<file path="src/rtl/alu_filter_iir_mc.sv">
// Multi-channel cascaded biquad IIR filter time-sharing one external DSP48A1.
// Each stage issues five MACs, drains the DSP pipeline, then saturates and updates history.
module alu_filter_iir_mc #(
   parameter int NCH     = 2,
   parameter int NSTAGES = 2,
   parameter int DSP_LAT = 2
) (
   input  logic                      clk,
   input  logic                      reset,
   input  logic [NSTAGES*90-1:0]     coefs_flat,
   input  logic signed [17:0]        sample_in,
   input  logic [2:0]                sample_in_ch,
   input  logic                      sample_in_rdy,
   input  logic                      clr,
   output logic signed [17:0]        sample_out,
   output logic [2:0]                sample_out_ch,
   output logic                      sample_out_rdy,
   output logic                      busy,
   output logic                      overrun,
   input  logic [83:0]               dsp_outs_flat,
   output logic [43:0]               dsp_ins_flat
);

   localparam logic [7:0] DSP_NOP      = 8'h00;
   localparam logic [7:0] DSP_XIN_MULT = 8'h01;
   localparam logic [7:0] DSP_ZIN_ZERO = 8'h00;
   localparam logic [7:0] DSP_ZIN_POUT = 8'h08;
   localparam int NREG = NCH * NSTAGES;
   localparam int SW   = (NSTAGES > 1) ? $clog2(NSTAGES) : 1;
   localparam int RW   = (NREG > 1) ? $clog2(NREG) : 1;

   typedef enum logic [2:0] {IDLE, MAC, DRAIN, WB, OUT} state_t;

   state_t                state_q, state_d;
   logic [SW-1:0]         stage_q, stage_d;
   logic [2:0]            tap_q, tap_d;
   logic [3:0]            dcnt_q, dcnt_d;
   logic [2:0]            ch_q, ch_d;
   logic signed [17:0]    x_q, x_d;
   logic signed [17:0]    x1_q [NREG];
   logic signed [17:0]    x1_d [NREG];
   logic signed [17:0]    x2_q [NREG];
   logic signed [17:0]    x2_d [NREG];
   logic signed [17:0]    y1_q [NREG];
   logic signed [17:0]    y1_d [NREG];
   logic signed [17:0]    y2_q [NREG];
   logic signed [17:0]    y2_d [NREG];
   logic [7:0]            opmode_q, opmode_d;
   logic signed [17:0]    a_q, a_d, b_q, b_d;
   logic signed [17:0]    out_q, out_d;
   logic [2:0]            out_ch_q, out_ch_d;
   logic                  out_rdy_q, out_rdy_d;
   logic                  busy_q, busy_d;
   logic                  overrun_q, overrun_d;

   logic signed [17:0]    coef [NSTAGES][5];
   logic signed [47:0]    p_in;
   logic [RW-1:0]         idx;
   logic signed [17:0]    operand, y_wb;
   logic                  idle, ch_ok;
   logic                  unused_dsp;

   function automatic logic signed [17:0] sat18(input logic signed [31:0] v);
      if (v > 32'sd131071)
         return 18'h1FFFF;
      else if (v < -32'sd131072)
         return 18'h20000;
      else
         return v[17:0];
   endfunction

   for (genvar s = 0; s < NSTAGES; s++) begin : g_stage
      for (genvar k = 0; k < 5; k++) begin : g_tap
         assign coef[s][k] = coefs_flat[90*s+18*k +: 18];
      end
   end

   assign p_in       = dsp_outs_flat[47:0];
   assign unused_dsp = ^{dsp_outs_flat[83:48], dsp_outs_flat[15:0]};
   assign idx        = RW'(32'(ch_q) * NSTAGES + 32'(stage_q));
   assign idle       = (state_q == IDLE) && !busy_q;
   assign ch_ok      = 32'(sample_in_ch) < 32'(NCH);

   always_comb begin
      state_d   = state_q;
      stage_d   = stage_q;
      tap_d     = tap_q;
      dcnt_d    = dcnt_q;
      ch_d      = ch_q;
      x_d       = x_q;
      x1_d      = x1_q;
      x2_d      = x2_q;
      y1_d      = y1_q;
      y2_d      = y2_q;
      opmode_d  = DSP_NOP;
      a_d       = '0;
      b_d       = '0;
      out_d     = '0;
      out_ch_d  = '0;
      out_rdy_d = 1'b0;
      busy_d    = out_rdy_q ? 1'b0 : busy_q;
      overrun_d = sample_in_rdy && !(idle && ch_ok);
      y_wb      = sat18(p_in[47:16]);
      case (tap_q)
         3'd1:    operand = x1_q[idx];
         3'd2:    operand = x2_q[idx];
         3'd3:    operand = y1_q[idx];
         3'd4:    operand = y2_q[idx];
         default: operand = x_q;
      endcase

      case (state_q)
         IDLE: begin
            if (idle) begin
               // clear takes effect before a same-cycle strobe is accepted
               if (clr) begin
                  for (int i = 0; i < NREG; i++) begin
                     x1_d[i] = '0;
                     x2_d[i] = '0;
                     y1_d[i] = '0;
                     y2_d[i] = '0;
                  end
               end
               if (sample_in_rdy && ch_ok) begin
                  state_d = MAC;
                  stage_d = '0;
                  tap_d   = '0;
                  ch_d    = sample_in_ch;
                  x_d     = sample_in;
                  busy_d  = 1'b1;
               end
            end
         end
         MAC: begin
            opmode_d = (tap_q == 3'd0) ? (DSP_XIN_MULT | DSP_ZIN_ZERO)
                                       : (DSP_XIN_MULT | DSP_ZIN_POUT);
            a_d = coef[stage_q][tap_q];
            b_d = operand;
            if (tap_q == 3'd4) begin
               state_d = DRAIN;
               tap_d   = '0;
               dcnt_d  = '0;
            end else begin
               tap_d = tap_q + 3'd1;
            end
         end
         DRAIN: begin
            if (dcnt_q == 4'(DSP_LAT - 1))
               state_d = WB;
            else
               dcnt_d = dcnt_q + 4'd1;
         end
         WB: begin
            x2_d[idx] = x1_q[idx];
            x1_d[idx] = x_q;
            y2_d[idx] = y1_q[idx];
            y1_d[idx] = y_wb;
            x_d       = y_wb;
            if (stage_q == SW'(NSTAGES - 1)) begin
               state_d = OUT;
            end else begin
               stage_d = stage_q + SW'(1);
               state_d = MAC;
            end
         end
         OUT: begin
            out_d     = x_q;
            out_ch_d  = ch_q;
            out_rdy_d = 1'b1;
            stage_d   = '0;
            state_d   = IDLE;
         end
         default: state_d = IDLE;
      endcase
   end

   always_ff @(posedge clk or posedge reset) begin
      if (reset) begin
         state_q   <= IDLE;
         stage_q   <= '0;
         tap_q     <= '0;
         dcnt_q    <= '0;
         ch_q      <= '0;
         x_q       <= '0;
         for (int i = 0; i < NREG; i++) begin
            x1_q[i] <= '0;
            x2_q[i] <= '0;
            y1_q[i] <= '0;
            y2_q[i] <= '0;
         end
         opmode_q  <= DSP_NOP;
         a_q       <= '0;
         b_q       <= '0;
         out_q     <= '0;
         out_ch_q  <= '0;
         out_rdy_q <= 1'b0;
         busy_q    <= 1'b0;
         overrun_q <= 1'b0;
      end else begin
         state_q   <= state_d;
         stage_q   <= stage_d;
         tap_q     <= tap_d;
         dcnt_q    <= dcnt_d;
         ch_q      <= ch_d;
         x_q       <= x_d;
         x1_q      <= x1_d;
         x2_q      <= x2_d;
         y1_q      <= y1_d;
         y2_q      <= y2_d;
         opmode_q  <= opmode_d;
         a_q       <= a_d;
         b_q       <= b_d;
         out_q     <= out_d;
         out_ch_q  <= out_ch_d;
         out_rdy_q <= out_rdy_d;
         busy_q    <= busy_d;
         overrun_q <= overrun_d;
      end
   end

   assign dsp_ins_flat   = {opmode_q, a_q, b_q};
   assign sample_out     = out_q;
   assign sample_out_ch  = out_ch_q;
   assign sample_out_rdy = out_rdy_q;
   assign busy           = busy_q;
   assign overrun        = overrun_q;

endmodule

</file>
<file path="config.mk">
export PLATFORM = sky130hd
export DESIGN_NAME = alu_filter_iir_mc
export DESIGN_NICKNAME = d
export VERILOG_FILES = /design/src/rtl/alu_filter_iir_mc.sv
export SDC_FILE = /design/constraint.sdc
export NUM_CORES = 1
export LEC_CHECK = 0
export ABC_AREA = 1
export CAP_MARGIN = 20
export CELL_PAD_IN_SITES_DETAIL_PLACEMENT = 1
export CELL_PAD_IN_SITES_GLOBAL_PLACEMENT = 1
export CORE_AREA = 8 8 246 201
export CTS_CLUSTER_DIAMETER = 60
export DETAILED_ROUTE_END_ITERATION = 8
export DIE_AREA = 0 0 254 209
export PLACE_DENSITY_LB_ADDON = 0.05
export SLEW_MARGIN = 20
export SYNTH_ARGS = -nofsm -noshare
export SYNTH_HDL_FRONTEND = slang
export SYNTH_SLANG_ARGS = --single-unit
</file>
<file path="constraint.sdc">
create_clock -name clk -period 19.1 [get_ports clk]
set_input_delay 1.91 -clock clk [delete_from_list [all_inputs] [get_ports clk]]
set_output_delay 1.91 -clock clk [all_outputs]
set_load 0.02 [all_outputs]
</file>
==> results.json, run 1 <==
{
  "status": "finished, final reports clean",
  "fmax_mhz": 216.4,
  "path_delay_family": "simple AND/OR/NAND/NOR gates",
  "clk_pin_slew_ns": 0.06,
  "setup_ws_ns": 14.48,
  "ant_nets": 0,
  "numCtsBuffers": 42,
  "setup_violations": 0,
  "cellLeakagePower_nw": 9.947,
  "post-place-ws_ns": 14.01,
  "drive_gt1_frac": 0.04646,
  "wl_per_cell_um": 23.62,
  "switching_share": 0.4330,
  "ys_seq_area_frac": 0.5337,
  "hold_viol_final": 0,
  "worstPathRequired_ns": 19.55,
  "critPathBufInv": 3,
  "power_frac_seq": 0.347,
  "combPwrFrac": 0.409,
  "die_h_um": 209,
  "synthAdderAreaFrac": 0.004890,
  "fin_crit_sh": 0.2420,
  "clock_latency_ns": 0.57,
  "cts_sinks": 382,
  "worstSetupPathType": "input pin to flip-flop",
  "rows": 70,
  "firstDrtPassIters": 5,
  "rrSetupSlack_ns": 15.23,
  "io_buffer_count": 298,
  "synthSimpleGateAreaFrac": 0.2132,
  "initial_core_util": 0.3963,
  "synth_cells": 2244,
  "cap_violations": 0,
  "tightestPinTransition_ns": 1.037,
  "synth.area.mux_share": 0,
  "final_util": 0.5009,
  "viasPerCell": 5.477,
  "cts-hold-fix-buffers": 0,
  "core_area_um2": 45190,
  "crit_path_start_kind": "input pin",
  "netlist_area_um2": 17910,
  "endpoint_kind": "flip-flop",
  "final_cell_mix": "nand2_1, dfrtp_1, o21ai_0",
  "grt_use_total": 0.2738,
  "finalSetupTns_ns": 0,
  "final_common_cell": "nand2_1",
  "syn_area_per_cell_um2": 7.982,
  "power_mw": 3.332,
  "p_per_area_nw_per_um2": 147.2,
  "h-tree-depth": 2,
  "slowest_stage": "buf_4",
  "num_antenna_cells": 0,
  "syn_to_final_growth_pct": 26.38,
  "slew_viol_final": 0,
  "max_stage_delay_ns": 0.59,
  "rsz0062_at_grt": "no",
  "wirelength_um": 73430,
  "synthXorXnorAreaFrac": 0.0009780,
  "path_common_cell": "nand2_2",
  "root_buffer": "clkbuf_16",
  "cts_tree": "built",
  "slew_headroom": 0.3089,
  "ys_types": 30,
  "cp_max_fo": 45,
  "synth_warnings": 0,
  "clkPwrFrac": 0.244,
  "num_vias": 17029,
  "die_x_um": 254,
  "worstPathCellList": "clkdlybuf4s50_1 > nand3_1 > nand2_2 > nand2_2 > nand2_2 > inv_2 > buf_4 > nand2_1 > o21ai_0",
  "cts.path.max_buffers": 3,
  "grt_pass1_vias": 18507,
  "p_int_mw": 1.889,
  "fin_crit_ns": 4.622,
  "grt_pass1_wl_um": 112800,
  "synth_compound_area_frac": 0.1749,
  "hp-class": "flip-flop to flip-flop",
  "io_pins": 357,
  "ctsResizeCount": 0,
  "die_area_um2": 53090,
  "yosys_register_bits": 382,
  "crit_arrival_ns": 5.07,
  "drc": 0,
  "cts_setup_buffers": 0,
  "dp_hpwl_um": 49080,
  "overflow": 0,
  "drt_iter0_drc": 1142,
  "grt_antenna_before_repair": 1,
  "place.gp.congestion": 0.8773,
  "whs_ns": 0.4771,
  "synth_top_family_by_area": "simple AND/OR/NAND/NOR gates",
  "p_switching_mw": 1.443,
  "grt_max_degree": 132,
  "skew_ns": 0.02128,
  "fin_nets": 2768,
  "max-vdd-ir-drop_uv": 130.1
}
## flip-flops by register name (all words and copies together) (netlist names)
name / cells
stage_q: 1
a_q: 18
busy: 1
sample_out_rdy: 1
ch_q: 3
tap_q: 3
sample_out_ch: 3
sample_out: 18
x2_q: 72
x_q: 18
dcnt_q: 4
x1_q: 72
opmode_q: 2
state_q: 3
b_q: 18
overrun: 1
y2_q: 72
y1_q: 72
## path summary, 6_finish.rpt
kind / start / endpoint / depth (start not counted)
min in group asynchronous: reset / y1_q[30] / 2
setup / recovery: clr / x2_q[10] / 9
hold reg to reg: y2_q[37] / y2_q[37] / 2
setup reg to reg: state_q[2] / x2_q[10] / 9
max in group asynchronous: reset / sample_out[8] / 4
hold / removal: y2_q[37] / y2_q[37] / 2
## logic make-up after synthesis
family	after synthesis
AOI/OAI and AO/OA	563
buffers and inverters	321
DFF	382
adders and majority gates	7
xor gates and xnor gates	2
and+or+nand+nor	968
other	1
## synth_stat cells
library cell | number | area share
xor2_1 | 2 | 0.00098
nand3_1 | 50 | 0.014
conb_1 | 1 | 0.00021
a21oi_1 | 51 | 0.014
o21ai_2 | 2 | 0.00098
o21ai_1 | 20 | 0.0056
nand2_1 | 623 | 0.13
nand3b_1 | 1 | 0.00042
buf_4 | 8 | 0.0034
a211oi_1 | 1 | 0.00042
o21ai_0 | 343 | 0.096
o22ai_1 | 79 | 0.028
nor3_1 | 4 | 0.0011
inv_2 | 8 | 0.0017
o2111ai_1 | 16 | 0.0078
o21a_1 | 1 | 0.00042
nor2_1 | 246 | 0.052
nor2_2 | 7 | 0.0024
a22o_1 | 14 | 0.0068
o211ai_1 | 36 | 0.015
buf_1 | 9 | 0.0019
clkinv_1 | 11 | 0.0023
nand2_2 | 5 | 0.0017
nor3_2 | 1 | 0.00056
inv_1 | 157 | 0.033
nand4_1 | 31 | 0.011
clkbuf_1 | 82 | 0.017
dfrtp_1 | 382 | 0.53
ha_1 | 7 | 0.0049
buf_2 | 46 | 0.013
## layout make-up
class	count	area, um^2
fillers	5477	22560
flip-flops and latches	382	9562
multi-input cells	1546	7112
repair buffers	324	3178
clock buffers	63	1251
well taps	612	765.7
inverters	176	668.1
clock inverters	6	98.84
## power groups by stage
| stage | Combinational [mW] | Clock, mW | Sequential, mW |
|---|---|---|---|
| final | 1.36 | 0.815 | 1.16 |
| after global routing | 1.49 | 0.860 | 1.18 |
| after CTS | 1.36 | 0.827 | 1.16 |
| after detailed placement | 1.35 | 0 | 1.17 |
| after global placement | 1.32 | 0 | 1.16 |
| after floorplan | 0.793 | 0 | 1.15 |
## metal layers
metal | GRT usage | part of all wire | up-vias | wire [um]
met3 | 0.06239 | 0.068 | 117 | 4999
li1 | - | - | 7779 | -
met2 | 0.4469 | 0.47 | 538 | 34630
met1 | 0.3598 | 0.43 | 8593 | 31680
met5 | 0 | 0.00018 | - | 13
met4 | 0.08296 | 0.029 | 2 | 2112
## stage by stage
stage | area (um^2) | std cells
global placement | 21290 | 3040
floorplan | 17930 | 2249
CTS | 22640 | 3109
finish | 22640 | 3109
global route | 22640 | 3109
detailed placement | 21290 | 3040
## worst min-delay path, stage by stage, from the launching register on
cell and delay [ns]:
dfrtp_1 0.35, nand2_1 0.05, nand2_1 0.05
(Power assumes the default switching activity.)
==> run 2, diff against run 1 <==
--- a/config.mk
+++ b/config.mk
@@ -9,10 +9,10 @@
 export CAP_MARGIN = 20
 export CELL_PAD_IN_SITES_DETAIL_PLACEMENT = 1
 export CELL_PAD_IN_SITES_GLOBAL_PLACEMENT = 1
-export CORE_AREA = 8 8 246 201
+export CORE_AREA = 8 8 252 206
 export CTS_CLUSTER_DIAMETER = 60
 export DETAILED_ROUTE_END_ITERATION = 8
-export DIE_AREA = 0 0 254 209
+export DIE_AREA = 0 0 260 214
 export PLACE_DENSITY_LB_ADDON = 0.05
 export SLEW_MARGIN = 20
 export SYNTH_ARGS = -nofsm -noshare
==> constraint.sdc (replaced) <==
create_clock -name clk -period 4.3 [get_ports clk]
set_input_delay 0.43 -clock clk [delete_from_list [all_inputs] [get_ports clk]]
set_output_delay 0.43 -clock clk [all_outputs]
set_load 0.02 [all_outputs]
==> run 2 against run 1 <==
Compared with the run above:
- utilization down 1.8 points
- first-iteration DRC count rose by 5.3%
- worst hold slack got worse by 0.032 ns
- cell count up 1.4%
- register-to-register slack got worse by 14 ns
- highest routed layer unchanged
- die area is 4.8% higher
- cell area rose by 1.7%
- combinational power grew to 4.5 times the previous value
- clock power rose to 4.7 times the previous value
==> results.json, run 2 (same netlist as run 1, synthesis figures left out) <==
{
  "fin_crit_sh": 0.6598,
  "rows": 72,
  "dp_hpwl_um": 50070,
  "path_delay_family": "buffers and inverters",
  "core_area_um2": 47660,
  "io_buffer_count": 298,
  "hp-class": "input pin to asynchronous set/reset pin",
  "numCtsBuffers": 42,
  "drt_iter0_drc": 1203,
  "num_vias": 17034,
  "status": "finished, final reports clean",
  "io_pins": 357,
  "final_common_cell": "nand2_1",
  "wl_per_cell_um": 23.23,
  "crit_path_start_kind": "flip-flop",
  "cts-hold-fix-buffers": 0,
  "final_cell_mix": "nand2_1, dfrtp_1, o21ai_0",
  "worstSetupPathType": "flip-flop to flip-flop",
  "cap_violations": 0,
  "clk_pin_slew_ns": 0.06,
  "endpoint_kind": "flip-flop",
  "grt_max_degree": 88,
  "drive_gt1_frac": 0.05516,
  "ant_nets": 0,
  "use_met1": 0.3514,
  "grt_pass1_vias": 18007,
  "overflow": 0,
  "p_per_area_nw_per_um2": 655.8,
  "grtUsageMet3": 0.06127,
  "slowest_stage": "inv_1",
  "grt_use_total": 0.2574,
  "h-tree-depth": 2,
  "cts.path.max_buffers": 3,
  "worstPathCellList": "buf_4 > inv_1 > ha_1 > nand2_1 > inv_1 > buf_4 > nor2_1 > nand2_1 > buf_4 > o21ai_0 > nor2_1",
  "finalSetupTns_ns": 0,
  "slew_headroom": 0.2909,
  "place.gp.congestion": 0.8570,
  "grt_pass1_wl_um": 111700,
  "hold_viol_final": 0,
  "drc": 0,
  "whs_ns": 0.4449,
  "firstDrtPassIters": 5,
  "slew_viol_final": 0,
  "die_area_um2": 55640,
  "path_common_cell": "buf_4",
  "ctsResizeCount": 0,
  "max-vdd-ir-drop_uv": 443.7,
  "fmax_mhz": 352.5,
  "viasPerCell": 5.401,
  "use_met2": 0.4111,
  "setup_violations": 0,
  "syn_to_final_growth_pct": 28.47,
  "wirelength_um": 73260,
  "cts_setup_buffers": 0,
  "clock_latency_ns": 0.55,
  "fin_crit_ns": 2.837,
  "grt_antenna_before_repair": 9,
  "cellLeakagePower_nw": 10.12,
  "cts_tree": "built",
  "worstPathRequired_ns": 4.73,
  "root_buffer": "clkbuf_16",
  "rsz0062_at_grt": "no",
  "cts_sinks": 382,
  "critPathBufInv": 5,
  "tightestPinTransition_ns": 1.062,
  "skew_ns": 0.02139,
  "initial_core_util": 0.3758,
  "max_stage_delay_ns": 0.59,
  "nFillCells": 5675,
  "cp_max_fo": 36,
  "grt-busiest-layer": "met2",
  "fin_nets": 2783,
  "die_h_um": 214,
  "crit_arrival_ns": 3.27,
  "final_util": 0.4828,
  "die_x_um": 260
}
==> run 2: cell count changes in the layout (fill, tap and decap cells not counted), moves of 2 or more <==
cell / previous run / this run
buf_4: 26 / 34
buf_12: 0 / 7
clkbuf_1: 10 / 8
inv_2: 10 / 8
clkinvlp_4: 0 / 2
clkbuf_8: 10 / 16
bufinv_16: 2 / 4
diode_2: 0 / 5
==> run 2: per-stage QoR <==
stage | area [um^2] | std cells | power (mW) | setup WS (ns)
final | 23010 | 3154 | 15.09 | 1.463
after global placement | 21510 | 3072 | 11.12 | 1.444
after floorplan | 17930 | 2249 | 8.650 | -1.264
after global routing | 23000 | 3149 | 16.00 | 1.217
after CTS | 23000 | 3149 | 15.20 | 1.457
after detailed placement | 21510 | 3072 | 11.28 | 1.406
==> run 2: cell type report <==
| type | instances | area, um^2 | area share |
|---|---|---|---|
| multi-input cells | 1546 | 7117 | 0.3093 |
| inverters | 176 | 664.4 | 0.02887 |
| repair buffers | 339 | 3378 | 0.1468 |
| flip-flops and latches | 382 | 9562 | 0.4156 |
| diodes | 5 | 12.51 | 0.0005438 |
| clock inverters | 10 | 162.7 | 0.007069 |
| well taps | 629 | 787.0 | 0.03420 |
| clock buffers | 67 | 1326 | 0.05764 |
==> run 2: final timing paths <==
kind / start / to / slack [ns] / depth (start not counted)
setup / recovery: tap_q[1] / b_q[0] / 1.46 / 11
hold / removal: reset / y2_q[16] / 0.44 / 2
setup reg to reg: tap_q[1] / b_q[0] / 1.46 / 11
hold reg to reg: y2_q[44] / y2_q[44] / 0.47 / 2
max in group asynchronous: reset / b_q[4] / 2.84 / 3
min in group clk: y2_q[44] / y2_q[44] / 0.47 / 2
==> run 2: routing by layer <==
| layer | routed length [um] | up-vias |
|---|---|---|
| met2 | 34070 | 489 |
| met4 | 1537 | 8 |
| met5 | 52 | - |
| met1 | 32610 | 8619 |
| li1 | - | 7816 |
| met3 | 4991 | 102 |
==> run 2: power breakdown <==
group | internal, mW | leakage, nW | switching [mW]
Sequential | 4.54 | 5.17 | 0.561
Combinational | 1.80 | 4.21 | 4.32
Clock | 2.36 | 0.733 | 1.51
==> run 3, diff against run 2 <==
--- a/config.mk
+++ b/config.mk
@@ -9,10 +9,10 @@
 export CAP_MARGIN = 20
 export CELL_PAD_IN_SITES_DETAIL_PLACEMENT = 1
 export CELL_PAD_IN_SITES_GLOBAL_PLACEMENT = 1
-export CORE_AREA = 8 8 252 206
+export CORE_AREA = 8 8 266 217
 export CTS_CLUSTER_DIAMETER = 60
 export DETAILED_ROUTE_END_ITERATION = 8
-export DIE_AREA = 0 0 260 214
+export DIE_AREA = 0 0 274 225
 export PLACE_DENSITY_LB_ADDON = 0.05
 export SLEW_MARGIN = 20
 export SYNTH_ARGS = -nofsm -noshare
==> constraint.sdc (replaced) <==
create_clock -name clk -period 2.3 [get_ports clk]
set_input_delay 0.23 -clock clk [delete_from_list [all_inputs] [get_ports clk]]
set_output_delay 0.23 -clock clk [all_outputs]
set_load 0.02 [all_outputs]
==> run 3 against run 2 <==
Compared with the run above:
- sequential share of layout area is 0.97 points lower
- critical path depth is 3 lower
- cell count is 3.7% higher
- register-to-register slack worse by 1.3 ns
- global-route usage is 1.4 points lower
- via count is 0.73% higher
- first-iteration DRC count is 1.5% lower
- worst hold slack worse by 0.29 ns
- largest cell class unchanged
- largest power group unchanged
- highest routed layer unchanged
==> results.json, run 3 (same netlist as run 1, synthesis figures left out) <==
{
  "hp-class": "input pin to asynchronous set/reset pin",
  "die_area_um2": 61650,
  "drt_iter0_drc": 1185,
  "dp_hpwl_um": 53240,
  "place.gp.congestion": 0.8285,
  "ctsResizeCount": 0,
  "finalNonFillerCells": 3270,
  "cts_sinks": 382,
  "firstDrtPassIters": 5,
  "setup_violations": 0,
  "viasPerCell": 5.247,
  "slew_headroom": 0.3789,
  "reg2reg_depth": 8,
  "dp_cells": 3184,
  "final_common_cell": "nand2_1",
  "rows": 76,
  "critPathBufInv": 2,
  "power_mw": 28.80,
  "cts_tree": "built",
  "path_delay_family": "simple AND/OR/NAND/NOR gates",
  "post-place-ws_ns": 0.1945,
  "crit_path_start_kind": "flip-flop",
  "cts.path.max_buffers": 3,
  "hold_viol_final": 0,
  "worstPathRequired_ns": 2.79,
  "io_pins": 357,
  "grt_use_total": 0.2431,
  "cts-hold-fix-buffers": 0,
  "wirelength_um": 75750,
  "tightestPinTransition_ns": 0.9316,
  "crit_arrival_ns": 2.58,
  "root_buffer": "clkbuf_16",
  "clk_pin_slew_ns": 0.06,
  "max_stage_delay_ns": 0.41,
  "status": "finished, final reports clean",
  "fin_nets": 2824,
  "grt_antenna_before_repair": 8,
  "grt_pass1_vias": 18021,
  "cellLeakagePower_nw": 10.35,
  "die_h_um": 225,
  "syn_to_final_growth_pct": 31.54,
  "ant_nets": 0,
  "fmax_mhz": 477.3,
  "initial_core_util": 0.3363,
  "worstSetupPathType": "flip-flop to flip-flop",
  "slowest_stage": "dfrtp_1",
  "core_area_um2": 53250,
  "path_common_cell": "nand2_1",
  "h-tree-depth": 2,
  "cap_violations": 0,
  "overflow": 0,
  "fin_crit_ns": 2.095,
  "max-vdd-ir-drop_uv": 726.3,
  "grt_max_degree": 113,
  "p_per_area_nw_per_um2": 1222,
  "grt_pass1_wl_um": 115400,
  "die_x_um": 274,
  "cts_setup_buffers": 0,
  "cp.depth": 8,
  "final_cell_mix": "nand2_1, dfrtp_1, o21ai_0",
  "io_buffer_count": 298,
  "numCtsBuffers": 44,
  "clock_latency_ns": 0.59,
  "endpoint_kind": "flip-flop",
  "cp_max_fo": 7,
  "worstPathCellList": "inv_2 > nand2_1 > nor2_2 > nand3_1 > nand2_2 > nand2_1 > buf_4 > o21ai_0",
  "skew_ns": 0.02536,
  "wl_per_cell_um": 23.16,
  "num_vias": 17159,
  "drc": 0,
  "fin_crit_sh": 0.9109,
  "slew_viol_final": 0,
  "setup_ws_ns": 0.2050,
  "drive_gt1_frac": 0.06987,
  "rsz0062_at_grt": "no"
}
[run 3: area by class of cell]
class                      count  area, um^2
timing repair buffer         378        3896
tap                          702       878.3
clock inverter                13       110.1
clock buffer                  67        1308
inverter                     176       664.4
multi-input combinational   1546        7127
sequential                   382        9562
antenna                        6       15.01
fill                        6285       29690
[run 3: layer usage]
layer / global-route usage / wire (um) / vias to the layer above / share of wire
met5: 0 / 35 / - / 0.00046
li1: - / - / 7934 / -
met1: 0.3419 / 34690 / 8637 / 0.46
met2: 0.3794 / 34640 / 468 / 0.46
met4: 0.05943 / 1545 / 6 / 0.020
met3: 0.05270 / 4828 / 114 / 0.064
[run 3: worst paths after layout]
path                            slack (ns)        to     startpoint
worst max-delay path                  0.20  y1_q[35]     state_q[0]
worst min-delay path                  0.16  y2_q[14]          reset
worst max register to register        0.20  y1_q[35]     state_q[0]
worst min register to register        0.48  y2_q[37]       y2_q[37]
max in group asynchronous             1.43  y1_q[19]          reset
min in group clk                      0.21   overrun  sample_in_rdy
[run 3: metrics by stage]
step | setup TNS [ns] | hold WS (ns) | util | area, um^2
after floorplan | -1170.45 | 0.3510 | - | 17940
after global placement | 0 | 0.4547 | 0.4155 | 22130
after detailed placement | 0 | 0.4620 | 0.4155 | 22130
after CTS | 0 | 0.1508 | 0.4422 | 23550
after global routing | 0 | 0.1782 | 0.4422 | 23550
final | 0 | 0.1576 | 0.4424 | 23560
[run 3: tightest hold or removal path: stages]
cell,delay (ns)
clkdlybuf4s50_1,0.44
clkinvlp_4,0.18
buf_12,0.25
[run 3: report_power, final]
part	switching, mW	leakage [nW]	internal [mW]	total, mW
Sequential	0.988	5.17	8.49	9.48
Combinational	8.47	4.48	3.94	12.4
Clock	2.95	0.697	3.95	6.90
